[config.mk]
export PLATFORM = sky130hd
export DESIGN_NAME = stream_mux
export DESIGN_NICKNAME = d
export VERILOG_FILES = /design/src/rtl/stream_mux.sv
export SDC_FILE = /design/constraint.sdc
export NUM_CORES = 1
export LEC_CHECK = 0
export BUFFER_PORTS_ARGS = -buffer_cell sky130_fd_sc_hd__clkbuf_2
export CAP_MARGIN = 40
export CORE_MARGIN = 2
export CORE_UTILIZATION = 39
export CTS_BUF_LIST = sky130_fd_sc_hd__clkbuf_4 sky130_fd_sc_hd__clkbuf_8 sky130_fd_sc_hd__clkbuf_16
export CTS_CLUSTER_DIAMETER = 150
export DETAILED_ROUTE_END_ITERATION = 8
export PLACE_DENSITY_LB_ADDON = 0.08
export REMOVE_ABC_BUFFERS = 1
export SYNTH_ARGS = -nofsm -noshare
export SYNTH_HDL_FRONTEND = slang
export SYNTH_SLANG_ARGS = --single-unit
[constraint.sdc]
create_clock -name clk -period 1.94 [get_ports clk]
set_input_delay 0.097 -clock clk [delete_from_list [all_inputs] [get_ports clk]]
set_output_delay 0.097 -clock clk [all_outputs]
set_load 0.01 [all_outputs]
[src/rtl/stream_mux.sv]
// N-channel valid/ready packet multiplexer with a registered output stage.
// A channel is granted by sel (MODE 0) or round-robin (MODE 1) and holds the output until its last beat.
module stream_mux #(
  parameter int unsigned N_CH  = 4,
  parameter int unsigned WIDTH = 8,
  parameter int unsigned MODE  = 0,
  parameter int unsigned CH_W  = $clog2(N_CH)
) (
  input  logic                  clk,
  input  logic                  rst_n,
  input  logic [N_CH*WIDTH-1:0] in_data,
  input  logic [N_CH-1:0]       in_valid,
  input  logic [N_CH-1:0]       in_last,
  output logic [N_CH-1:0]       in_ready,
  input  logic [CH_W-1:0]       sel,
  output logic [WIDTH-1:0]      out_data,
  output logic                  out_valid,
  output logic                  out_last,
  input  logic                  out_ready,
  output logic                  busy,
  output logic [CH_W-1:0]       cur_ch
);

  localparam logic [0:0] StIdle   = 1'b0;
  localparam logic [0:0] StLocked = 1'b1;

  logic [0:0]       state_q, state_d;
  logic [CH_W-1:0]  cur_ch_q, cur_ch_d;
  logic [CH_W-1:0]  rr_ptr_q, rr_ptr_d;
  logic [WIDTH-1:0] out_data_q, out_data_d;
  logic             out_valid_q, out_valid_d;
  logic             out_last_q, out_last_d;

  logic             req;
  logic [CH_W-1:0]  cand;
  logic             found_hi, found_lo;
  logic [CH_W-1:0]  cand_hi, cand_lo;
  logic             cur_valid, cur_last;
  logic [WIDTH-1:0] cur_data;
  logic             space;
  logic             accept;

  // Candidate selection for the IDLE cycle.
  always_comb begin
    req      = 1'b0;
    cand     = '0;
    found_hi = 1'b0;
    found_lo = 1'b0;
    cand_hi  = '0;
    cand_lo  = '0;
    if (MODE == 0) begin
      cand = sel;
      // A sel value >= N_CH matches no channel and therefore never requests.
      for (int i = 0; i < int'(N_CH); i++) begin
        if (sel == CH_W'(i) && in_valid[i]) req = 1'b1;
      end
    end else begin
      // Scan rr_ptr+1 .. N_CH-1 first, then wrap to 0 .. rr_ptr.
      for (int i = 0; i < int'(N_CH); i++) begin
        if (!found_hi && in_valid[i] && (CH_W'(i) > rr_ptr_q)) begin
          found_hi = 1'b1;
          cand_hi  = CH_W'(i);
        end
        if (!found_lo && in_valid[i]) begin
          found_lo = 1'b1;
          cand_lo  = CH_W'(i);
        end
      end
      req  = found_hi | found_lo;
      cand = found_hi ? cand_hi : cand_lo;
    end
  end

  // Granted-channel datapath and handshake.
  always_comb begin
    cur_valid = 1'b0;
    cur_last  = 1'b0;
    cur_data  = '0;
    in_ready  = '0;
    space     = !out_valid_q || out_ready;
    for (int i = 0; i < int'(N_CH); i++) begin
      if (cur_ch_q == CH_W'(i)) begin
        cur_valid   = in_valid[i];
        cur_last    = in_last[i];
        cur_data    = in_data[i*WIDTH +: WIDTH];
        in_ready[i] = (state_q == StLocked) && space;
      end
    end
    accept = (state_q == StLocked) && space && cur_valid;
  end

  always_comb begin
    state_d     = state_q;
    cur_ch_d    = cur_ch_q;
    rr_ptr_d    = rr_ptr_q;
    out_data_d  = out_data_q;
    out_valid_d = out_valid_q;
    out_last_d  = out_last_q;
    unique case (state_q)
      StIdle: begin
        if (req) begin
          state_d  = StLocked;
          cur_ch_d = cand;
          if (MODE != 0) rr_ptr_d = cand;
        end
      end
      StLocked: begin
        if (accept && cur_last) state_d = StIdle;
      end
      default: state_d = StIdle;
    endcase
    if (accept) begin
      out_data_d  = cur_data;
      out_last_d  = cur_last;
      out_valid_d = 1'b1;
    end else if (out_ready) begin
      out_valid_d = 1'b0;
    end
  end

  always_ff @(posedge clk) begin
    if (!rst_n) begin
      state_q     <= StIdle;
      cur_ch_q    <= '0;
      rr_ptr_q    <= CH_W'(N_CH - 1);
      out_data_q  <= '0;
      out_valid_q <= 1'b0;
      out_last_q  <= 1'b0;
    end else begin
      state_q     <= state_d;
      cur_ch_q    <= cur_ch_d;
      rr_ptr_q    <= rr_ptr_d;
      out_data_q  <= out_data_d;
      out_valid_q <= out_valid_d;
      out_last_q  <= out_last_d;
    end
  end

  assign out_data  = out_data_q;
  assign out_valid = out_valid_q;
  assign out_last  = out_last_q;
  assign busy      = (state_q == StLocked);
  assign cur_ch    = cur_ch_q;

endmodule

Yosys cells after proc, flatten, opt, wreduce, memory -nomap -nowiden --
Cells that the tools add are included.
Word-level totals: input bits 45, output and inout bits 17, bits in registers 13
Operators by class: reductions and logical operators 13, equality and inequality tests 6, mux-type cells 25, bitwise gates (word level) 1
Operators with widths (count):
- $mux 8 | 4
- $mux 1 | 20
- $eq 2x2->1 const B | 4
- $logic_and 1x1->1 | 7
- $eq 2x1->1 const B | 2
- $logic_not 2->1 | 2
- $pmux 1 s2 | 1
- $reduce_and 2->1 | 1
- $reduce_bool 2->1 | 1
- $logic_not 1->1 | 1
- $logic_or 1x1->1 | 1
- $not 1->1 | 1

Depth between registers and ports, before layout --
Gate-level depths: netlist (run 1).
depth after elaboration 9, mapped depth 6, gate-level depth less buffers 4

Worst setup path before layout (run 1) --
Ideal clock, no wire load.
path type register to register, start reg cur_ch_q[0], in the netlist cur_ch[0], end reg out_data_q[0], in the netlist out_data[0], buffers on the path 2, setup slack 0.347 ns, required time 1.824 ns, stages on the path, launching flop included 7, arrival time 1.477 ns, path through dfxtp_1 buf_6 mux4_2 nand3_2 buf_12 mux2i_1 nor2b_1
On the way: word-level cells in the longest chain between the ends 6, elaborated cells on any way between the ends 13, those cells by class eq/ne: 3; mux: 8; reduce/logical: 2
RTL lines:
- from (decl) | RTL line 28 | logic [CH_W-1:0] cur_ch_q, cur_ch_d;
- from (signal assigned) | RTL line 131 | cur_ch_q <= cur_ch_d;
- $logic_not 2->1 | RTL line 82 | if (cur_ch_q == CH_W'(i)) begin
- $mux 1 (4 in series) | RTL line 82
- $logic_and 1x1->1 | RTL line 89 | accept = (state_q == StLocked) && space && cur_valid;
- to (signal assigned) | RTL line 133 | out_data_q <= out_data_d;
- to (decl) | RTL line 30 | logic [WIDTH-1:0] out_data_q, out_data_d;
Several ways; a longest one is shown, not always the timed one. A chain may end at the register's enable or synchronous reset.

Worst setup path in the final report (run 1) --
start reg cur_ch_q[0], in the netlist cur_ch[0], end reg out_last_q, in the netlist out_last
On the way: word-level cells in the longest chain between the ends 6, elaborated cells on any way between the ends 13, those cells by class eq/ne: 3; mux: 8; reduce/logical: 2
RTL lines:
- $logic_not 2->1 | RTL line 82
- $mux 1 (4 in series) | RTL line 82
- $logic_and 1x1->1 | RTL line 89
- to (signal assigned) | RTL line 135 | out_last_q <= out_last_d;
- to (decl) | RTL line 32 | logic out_last_q, out_last_d;
Several ways; a longest one is shown, not always the timed one.

==> results.sh, run 1 <==
export IMPL_rr_startpoint="cur_ch[0]"
export IMPL_final_area_sq_mm=0.00116
export IMPL_cts_clk_slew_worst_paths_ns=0.08
export IMPL_cp_top_family="multiplexers"
export IMPL_cts_tree="done"
export IMPL_area_growth_pct=42.7
export IMPL_drive_gt1_share_pct=62.8
export IMPL_period_share_pct=82.0
export IMPL_fin_ws_ns=0.349
export IMPL_syn_cell_area_sq_um=815
export IMPL_die_area_sq_mm=0.00247
export IMPL_min_period_ns=1.59
export IMPL_final_util_pct=59.2
export IMPL_wl_per_cell_um=12.6
export IMPL_dp_cells=152
export IMPL_final_nets=175
export IMPL_ys_warnings_count=0
export IMPL_hp_class="input port to register"
export IMPL_power_frac_seq_pct=42.2
export IMPL_cp_slowest_cell="mux4_2"
export IMPL_async_flop_share_pct=0
export IMPL_switchingPower_mw=0.210
export IMPL_row_count=16
export IMPL_gp_congestion=0.730
export IMPL_vias_per_cell=4.76
export IMPL_drc_errors=0
export IMPL_num_io_pins=62
export IMPL_dp_hpwl_um=1640
export IMPL_slew_headroom_pct=76.9
export IMPL_clock_sinks=13
export IMPL_cpPeakStageDelay_ns=0.52
export IMPL_die_w_um=49.7
export IMPL_clock_latency_ns=0.26
export IMPL_post_cts_resized=0
export IMPL_hp_start="sel[0]"
export IMPL_dr_total_vias=743
export IMPL_first_global_vias=744
export IMPL_wirelength_um=1970
export IMPL_dpl_instance_area_sq_mm=0.00113
export IMPL_cts_max_level=1
export IMPL_track_usage_pct=17.7
export IMPL_cts_hold_buf=0
export IMPL_powerDensity_mw_per_mm2=638
export IMPL_grt_pass1_wl_um=3330
export IMPL_clockRootBuffer="clkbuf_4"
export IMPL_worst_pin_slew_ns=0.346
export IMPL_internal_power_mw=0.531
export IMPL_die_y_um=49.7
export IMPL_ir_worst_vdd_mv=0.536
export IMPL_cts_buffer_depth=2
export IMPL_grt_max_degree=15
export IMPL_syn_avg_cell_area_sq_um=12.3
export IMPL_synth_edf_count=0
export IMPL_crit_path_start_kind="register"
export IMPL_cts_inserted_buffers=3
export IMPL_antenna_found_initial=0
export IMPL_switching_share_pct=28.3
export IMPL_path_cells="mux4_2 > nand3_2 > nor2b_1 > o21a_1"
export IMPL_path_buf_inv=0
export IMPL_status="finished, final reports clean"
export IMPL_hold_path_end="cur_ch[0]"
export IMPL_synth_seq_cells=13
export IMPL_ys_seq_area_share_pct=32.0
export IMPL_drv_slew=0
export IMPL_clock_skew_final_ns=0.000849
export IMPL_ant_nets=0
export IMPL_finalHoldViolations=0
export IMPL_synth_cells=66
export IMPL_post_place_ws_ns=0.353
export IMPL_core_sq_mm=0.00196
export IMPL_postCtsSetupRepairBufs=0
export IMPL_endpoint_kind="register"
export IMPL_initial_core_util_pct=41.5
export IMPL_crit_reg2reg_capture="out_last"
export IMPL_synthFlopType="dfxtp_1"
export IMPL_firstDrtPassIters=3
export IMPL_rsz0062_at_grt="false"
export IMPL_portBuffers=61
export IMPL_ff2ff_setup_slack_ns=0.35
export IMPL_layout_cells_non_filler=156
export IMPL_dr_first_iter_drc_count=4
export IMPL_arrival_ns=1.76
export IMPL_leakagePower_nw=0.593
export IMPL_totalNegativeSetupSlack_ns=0
export IMPL_drv_cap=0
export IMPL_synth_cell_type_count=21
export IMPL_max_freq_ghz=0.629
export IMPL_min_path_cells=3
export IMPL_overflow=0
export IMPL_critPathKind="register to register"
export IMPL_cp_required_ns=2.11
export IMPL_clock_power_share_pct=23.7
export IMPL_ff2ff_path_depth=4
export IMPL_num_antenna_cells=0
export IMPL_comb_power_share_pct=34.1
export IMPL_critPathMaxFanout=11
export IMPL_finalSetupViolCount=0
## stage by stage
step                      hold WS [ns]  total power [mW]
final                            0.155             0.741
after global routing             0.145             0.797
after CTS                        0.151             0.754
after detailed placement         0.434             0.576
after global placement           0.428             0.569
after floorplan                  0.212             0.467
## worst max-delay path by stage
stage / cells after the start / to / from / slack (ns)
floorplan: 4 / out_last / cur_ch[0] / -0.03
global placement: 4 / out_data[6] / cur_ch[0] / 0.41
detailed placement: 4 / out_data[4] / cur_ch[0] / 0.35
CTS: 4 / out_data[4] / cur_ch[0] / 0.35
global route: 4 / out_data[4] / cur_ch[0] / 0.26
finish: 4 / out_last / cur_ch[0] / 0.35
## state kept, by name, indices dropped and copies added (netlist names)
register	cells
out_valid	1
out_last	1
busy	1
cur_ch	2
out_data	8
## layer usage
metal  track usage (%)  vias to the layer above  part of all wire [%]
li1                  -                      378                     -
met1              19.6                      332                    40
met4              1.39                        0                     0
met5                 0                        -                     0
met3              6.97                        0                   7.8
met2              32.9                       33                    52
## tightest hold or removal path: cells and delay by family
family | cells | cell delay, ns
buffers and inverters | 1 | 0.12
AND/OR/NAND/NOR | 1 | 0.09
multiplexers | 1 | 0.08
## cell type report
type	count	area, sq um
well taps	27	33.8
fillers	190	800
repair buffers	64	328
clock buffers	4	30.0
multi-input cells	48	510
flip-flops and latches	13	260
## power by group through the flow
stage	clock network [mW]	registers [mW]	logic, mW
after detailed placement	0	0.319	0.257
after floorplan	0	0.341	0.126
after global placement	0	0.319	0.250
after global routing	0.203	0.317	0.278
after CTS	0.183	0.313	0.258
final	0.176	0.312	0.253
## synth_stat cells, types with 2 or more instances
master	instances	area, sq um
mux4_2	10	225
mux2i_1	11	110
nand2_1	3	11.3
nor2b_1	10	62.6
dfxtp_1	13	260
nand2b_1	2	12.5
nor3b_1	2	15.0
clkbuf_1	2	7.51
## cells by family after synthesis
logic type | Yosys count | synth area share [%]
AO/OA/AOI/OAI | 5 | 4.61
AND/OR/NAND/NOR | 22 | 16.9
buffers and inverters | 5 | 5.38
flip-flops | 13 | 32.0
multiplexers | 21 | 41.2
## cell usage in the layout, fill, tap and decap left out
master and count:
nor3_1 1, nor3b_1 2, a21boi_1 1, o21ai_1 1, nand2b_1 2, and4_1 1, mux2i_1 11, o22ai_1 1
or2_2 1, mux4_2 10, and2_1 1, nand2_1 3, clkbuf_4 4, nor2b_1 10, o221a_2 1, buf_4 3
dfxtp_1 13, o21a_1 1, nand3_2 1, clkbuf_2 61
Power figures use the tool's default switching activity.
==> inputs of run 2 (changes only) <==
--- a/config.mk
+++ b/config.mk
@@ -8,7 +8,7 @@
 export BUFFER_PORTS_ARGS = -buffer_cell sky130_fd_sc_hd__clkbuf_2
 export CAP_MARGIN = 40
 export CORE_MARGIN = 2
-export CORE_UTILIZATION = 39
+export CORE_UTILIZATION = 35
 export CTS_BUF_LIST = sky130_fd_sc_hd__clkbuf_4 sky130_fd_sc_hd__clkbuf_8 sky130_fd_sc_hd__clkbuf_16
 export CTS_CLUSTER_DIAMETER = 150
 export DETAILED_ROUTE_END_ITERATION = 8
==> constraint.sdc (replaced) <==
create_clock -name clk -period 1.3 [get_ports clk]
set_input_delay 0.065 -clock clk [delete_from_list [all_inputs] [get_ports clk]]
set_output_delay 0.065 -clock clk [all_outputs]
set_load 0.01 [all_outputs]
==> run 2 against run 1 <==
Critical path type unchanged. Clock-buffer cell count unchanged. Critical endpoint is now out_data[6]. First-iteration DRC count up 25%. Register-to-register slack worse by 0.53 ns. Clock skew up 0.0012 ns. Cell count up 7.7%. Largest cell class unchanged. Largest power group is now combinational cells. Worst hold slack worse by 0.025 ns. Design area up 17%. Sequential cell count unchanged. The run now ends with negative setup slack left. Non-clock buffer count up 11.
==> results.sh, run 2 (same netlist as run 1, synthesis figures left out) <==
export IMPL_status="finished, violations left"
export IMPL_violations="negative setup slack"
export IMPL_hp_class="input port to register"
export IMPL_dr_first_iter_drc_count=5
export IMPL_track_usage_pct=17.5
export IMPL_critPathKind="register to register"
export IMPL_critPathMaxFanout=7
export IMPL_drc_errors=0
export IMPL_crit_cells=5
export IMPL_vias_per_cell=4.98
export IMPL_grt_max_degree=15
export IMPL_first_global_vias=846
export IMPL_totalNegativeSetupSlack_ns=-1.57
export IMPL_grt_util_met3_pct=3.43
export IMPL_clock_skew_final_ns=0.00208
export IMPL_ff2ff_setup_slack_ns=-0.18
export IMPL_cts_tree="done"
export IMPL_core_sq_mm=0.00221
export IMPL_crit_path_start_kind="register"
export IMPL_firstDrtPassIters=3
export IMPL_top_usage_layer="met2"
export IMPL_clock_sinks=13
export IMPL_num_antenna_cells=0
export IMPL_cts_inserted_buffers=3
export IMPL_cp_required_ns=1.47
export IMPL_period_share_pct=114
export IMPL_arrival_ns=1.65
export IMPL_cts_clk_slew_worst_paths_ns=0.08
export IMPL_rsz0062_at_grt="true"
export IMPL_drv_slew=0
export IMPL_cts_max_level=1
export IMPL_dr_total_vias=837
export IMPL_finalSetupViolCount=11
export IMPL_ir_worst_vdd_mv=0.611
export IMPL_min_period_ns=1.48
export IMPL_ant_nets=0
export IMPL_finalHoldViolations=0
export IMPL_final_area_sq_mm=0.00136
export IMPL_powerDensity_mw_per_mm2=925
export IMPL_crit_reg2reg_capture="out_data[6]"
export IMPL_row_count=17
export IMPL_final_nets=186
export IMPL_drive_gt1_share_pct=73.6
export IMPL_antenna_found_initial=0
export IMPL_worst_pin_slew_ns=0.316
export IMPL_dpl_instance_area_sq_mm=0.00122
export IMPL_grt_pass1_wl_um=3440
export IMPL_max_freq_ghz=0.677
export IMPL_die_w_um=52.2
export IMPL_grt_use_met2_pct=32.9
export IMPL_portBuffers=61
export IMPL_drv_cap=0
export IMPL_overflow=0
export IMPL_cp_top_family="multiplexers"
export IMPL_clock_latency_ns=0.27
export IMPL_leakagePower_nw=0.680
export IMPL_path_cells="mux4_2 > nand3_4 > buf_12 > mux2i_1 > nor2b_1"
export IMPL_gp_congestion=0.704
export IMPL_post_place_ws_ns=-0.223
export IMPL_largest_reg_flops=8
export IMPL_path_buf_inv=1
export IMPL_endpoint_kind="register"
export IMPL_rr_startpoint="cur_ch[0]"
export IMPL_endpoint="out_data[6]"
export IMPL_cts_buffer_depth=2
export IMPL_clockRootBuffer="clkbuf_4"
export IMPL_die_area_sq_mm=0.00273
export IMPL_startpoint="cur_ch[0]"
export IMPL_slew_headroom_pct=78.3
export IMPL_dp_hpwl_um=1780
export IMPL_die_y_um=52.2
export IMPL_met1_usage_pct=19.6
export IMPL_cts_hold_buf=0
export IMPL_initial_core_util_pct=36.8
export IMPL_fin_hold_ws_ns=0.130
export IMPL_wl_per_cell_um=13.5
export IMPL_cpPeakStageDelay_ns=0.53
export IMPL_fin_ws_ns=-0.178
export IMPL_cp_slowest_cell="mux4_2"
export IMPL_mostFrequentLayoutCell="clkbuf_2"
export IMPL_num_io_pins=62
export IMPL_area_growth_pct=67.0
export IMPL_ff2ff_path_depth=5
export IMPL_layout_common_cells="clkbuf_2, mux2i_1"
export IMPL_wirelength_um=2270
==> run 2: cell types whose count changed in the layout (fill, tap and decap cells not counted), sizes merged <==
cell	before	now
buf	3	17
clkbuf	65	62
==> run 2: repair_timing <==
action                     4_1_cts  5_1_grt
pin swaps                        3        3
setup endpoints to repair       14       17
resized for setup                6       16
gates cloned                     0        0
buffers inserted                 1        2
==> run 2: worst min-delay path by stage <==
stage                 from        end  slack [ns]  depth (start not counted)
floorplan            rst_n       busy        0.18                          2
CTS                 sel[0]  cur_ch[0]        0.13                          3
finish              sel[0]  cur_ch[0]        0.13                          3
global placement    sel[0]  cur_ch[0]        0.40                          3
global route        sel[0]  cur_ch[0]        0.15                          3
detailed placement  sel[0]  cur_ch[0]        0.41                          3
==> run 2: power breakdown <==
group | internal, mW | switching, mW | leakage (nW)
clock network | 0.140 | 0.133 | 0.0184
registers | 0.437 | 0.0255 | 0.108
logic | 0.307 | 0.217 | 0.554
total | 0.883 | 0.375 | 0.680
==> run 2: final cells by class <==
| class | instances | area, sq um |
|---|---|---|
| clock buffers | 4 | 30.0 |
| fillers | 202 | 852 |
| multi-input cells | 48 | 586 |
| flip-flops and latches | 13 | 267 |
| well taps | 28 | 35.0 |
| repair buffers | 75 | 443 |
==> run 2: layer usage <==
| layer | share of wire [%] | routed length [um] |
|---|---|---|
| met1 | 41 | 933 |
| met2 | 52 | 1170 |
| met3 | 6.6 | 151 |
| met4 | 0.62 | 14 |
| met5 | 0 | 0 |
==> run 2: worst reg2reg max path: stages (launching register included) <==
cell and delay (ns):
dfxtp_4 0.37, mux4_2 0.53, nand3_4 0.10, buf_12 0.13, mux2i_1 0.19, nor2b_1 0.06
==> run 2: through the flow <==
step | power (mW) | utilization [%] | instances
floorplan | 0.696 | - | 61
global placement | 0.915 | 55.1 | 161
CTS | 1.22 | 58.0 | 166
finish | 1.26 | 61.5 | 168
global route | 1.35 | 61.5 | 168
detailed placement | 0.925 | 55.1 | 161
==> inputs of run 3 (changes only) <==
==> constraint.sdc (replaced) <==
create_clock -name clk -period 1.24 [get_ports clk]
set_input_delay 0.062 -clock clk [delete_from_list [all_inputs] [get_ports clk]]
set_output_delay 0.062 -clock clk [all_outputs]
set_load 0.01 [all_outputs]
==> run 3 against run 2 <==
Sequential share of layout area shrank 0.71 points. Sequential cell count is the same. Register-to-register slack got worse by 0.06 ns. Setup slack lost 0.061 ns. The run still ends with negative setup slack left. Largest power group unchanged. Die area unchanged. Clock skew up 0.0036 ns. Via count stayed put. Non-clock buffer count is 3 higher. Clock power up 4%. Combinational power up 12%.
==> results.sh, run 3 (same netlist as run 1, synthesis figures left out) <==
export IMPL_grt_use_met2_pct=32.9
export IMPL_dr_first_iter_drc_count=6
export IMPL_grt_max_degree=15
export IMPL_wirelength_um=2240
export IMPL_grt_pass1_wl_um=3440
export IMPL_num_antenna_cells=0
export IMPL_drv_slew=0
export IMPL_drive_gt1_share_pct=76.2
export IMPL_vias_per_cell=4.89
export IMPL_largest_reg_flops=8
export IMPL_hp_class="input port to register"
export IMPL_drv_cap=0
export IMPL_dr_total_vias=837
export IMPL_row_count=17
export IMPL_die_y_um=52.2
export IMPL_arrival_ns=1.65
export IMPL_comb_power_share_pct=43.4
export IMPL_die_area_sq_mm=0.00273
export IMPL_critPathMaxFanout=7
export IMPL_clock_sinks=13
export IMPL_switching_share_pct=29.5
export IMPL_cts_inserted_buffers=3
export IMPL_mostFrequentLayoutCell="clkbuf_2"
export IMPL_clockRootBuffer="clkbuf_4"
export IMPL_internal_power_mw=0.956
export IMPL_firstDrtPassIters=2
export IMPL_overflow=0
export IMPL_wl_per_cell_um=13.1
export IMPL_period_share_pct=119
export IMPL_met1_usage_pct=19.0
export IMPL_dpl_instance_area_sq_mm=0.00122
export IMPL_fin_hold_ws_ns=0.130
export IMPL_clock_skew_final_ns=0.00571
export IMPL_area_growth_pct=74.0
export IMPL_num_io_pins=62
export IMPL_worst_pin_slew_ns=0.314
export IMPL_antenna_found_initial=0
export IMPL_min_path_cells=3
export IMPL_status="finished, violations left"
export IMPL_rr_startpoint="cur_ch[0]"
export IMPL_fin_ws_ns=-0.239
export IMPL_crit_path_start_kind="register"
export IMPL_violations="negative setup slack"
export IMPL_die_w_um=52.2
export IMPL_cts_hold_buf=0
export IMPL_core_sq_mm=0.00221
export IMPL_first_global_vias=849
export IMPL_track_usage_pct=17.6
export IMPL_layout_common_cells="clkbuf_2, mux2i_1, mux4_2, buf_4"
export IMPL_initial_core_util_pct=36.8
export IMPL_finalHoldViolations=0
export IMPL_endpoint_kind="register"
export IMPL_dp_cells=161
export IMPL_ff2ff_path_depth=5
export IMPL_cts_tree="done"
export IMPL_max_freq_ghz=0.676
export IMPL_finalSetupViolCount=14
export IMPL_rsz0062_at_grt="true"
export IMPL_cts_buffer_depth=2
export IMPL_cp_required_ns=1.41
export IMPL_min_period_ns=1.48
export IMPL_top_usage_layer="met2"
export IMPL_ant_nets=0
export IMPL_drc_errors=0
export IMPL_critPathKind="register to register"
export IMPL_clock_power_share_pct=20.8
export IMPL_final_nets=189
export IMPL_hp_start="sel[0]"
export IMPL_power_frac_seq_pct=35.8
export IMPL_leakagePower_nw=0.707
export IMPL_switchingPower_mw=0.401
export IMPL_clock_latency_ns=0.27
export IMPL_layout_cells_non_filler=171
export IMPL_grt_util_met3_pct=6.00
export IMPL_ir_worst_vdd_mv=0.688
export IMPL_fillers=205
export IMPL_portBuffers=61
export IMPL_startpoint="cur_ch[0]"
export IMPL_powerDensity_mw_per_mm2=957
export IMPL_cts_clk_slew_worst_paths_ns=0.07
export IMPL_final_area_sq_mm=0.00142
export IMPL_cts_max_level=1
export IMPL_slew_headroom_pct=78.4
export IMPL_gp_congestion=0.704
==> run 3: cell types whose count changed in the layout (fill, tap and decap cells not counted), sizes merged <==
cell / delta
clkbuf: -1
buf: +4
==> run 3: final timing paths <==
path                 endpoint  slack, ns
setup / recovery  out_data[6]      -0.24
hold / removal      cur_ch[0]       0.13
setup reg to reg  out_data[6]      -0.24
hold reg to reg   out_data[5]       0.53
==> run 3: power by group through the flow <==
stage               combinational [mW]  sequential (mW)  clock [mW]
floorplan                        0.196            0.533           0
global placement                 0.469            0.490           0
detailed placement               0.477            0.491           0
CTS                              0.523            0.483       0.296
global route                     0.635            0.491       0.310
finish                           0.589            0.486       0.283
==> run 3: timing repair <==
item                       in CTS  in global routing
setup endpoints to repair      16                 17
gates resized for setup        12                 20
pin swaps                       5                  4
buffers inserted                4                  2
==> run 3: metal layers <==
metal / up-vias / part of all wire [%]
li1: 408 / -
met1: 385 / 38
met2: 42 / 53
met3: 2 / 8.5
met4: 0 / 0.40
met5: - / 0
==> run 3: stage by stage <==
step	util [%]	setup WS, ns	setup TNS, ns	power [mW]
final	64.1	-0.239	-2.16	1.36
after CTS	60.2	-0.230	-2.14	1.30
after global routing	64.1	-0.282	-2.94	1.44
after floorplan	-	-0.727	-7.70	0.730
after global placement	55.1	-0.258	-2.35	0.959
after detailed placement	55.1	-0.292	-2.73	0.967
==> run 3: cell type report <==
class,count,area [sq um],area share [%]
flip-flops and latches,13,268,18.9
multi-input cells,48,608,42.9
clock buffers,4,30.0,2.12
repair buffers,78,477,33.6
well taps,28,35.0,2.47
==> run 3: critical path: stages, from the launching register on <==
cell and delay (ns):
dfxtp_4 0.37, mux4_2 0.52, nand3_4 0.10, buf_12 0.13, mux2i_1 0.19, nor2b_1 0.06
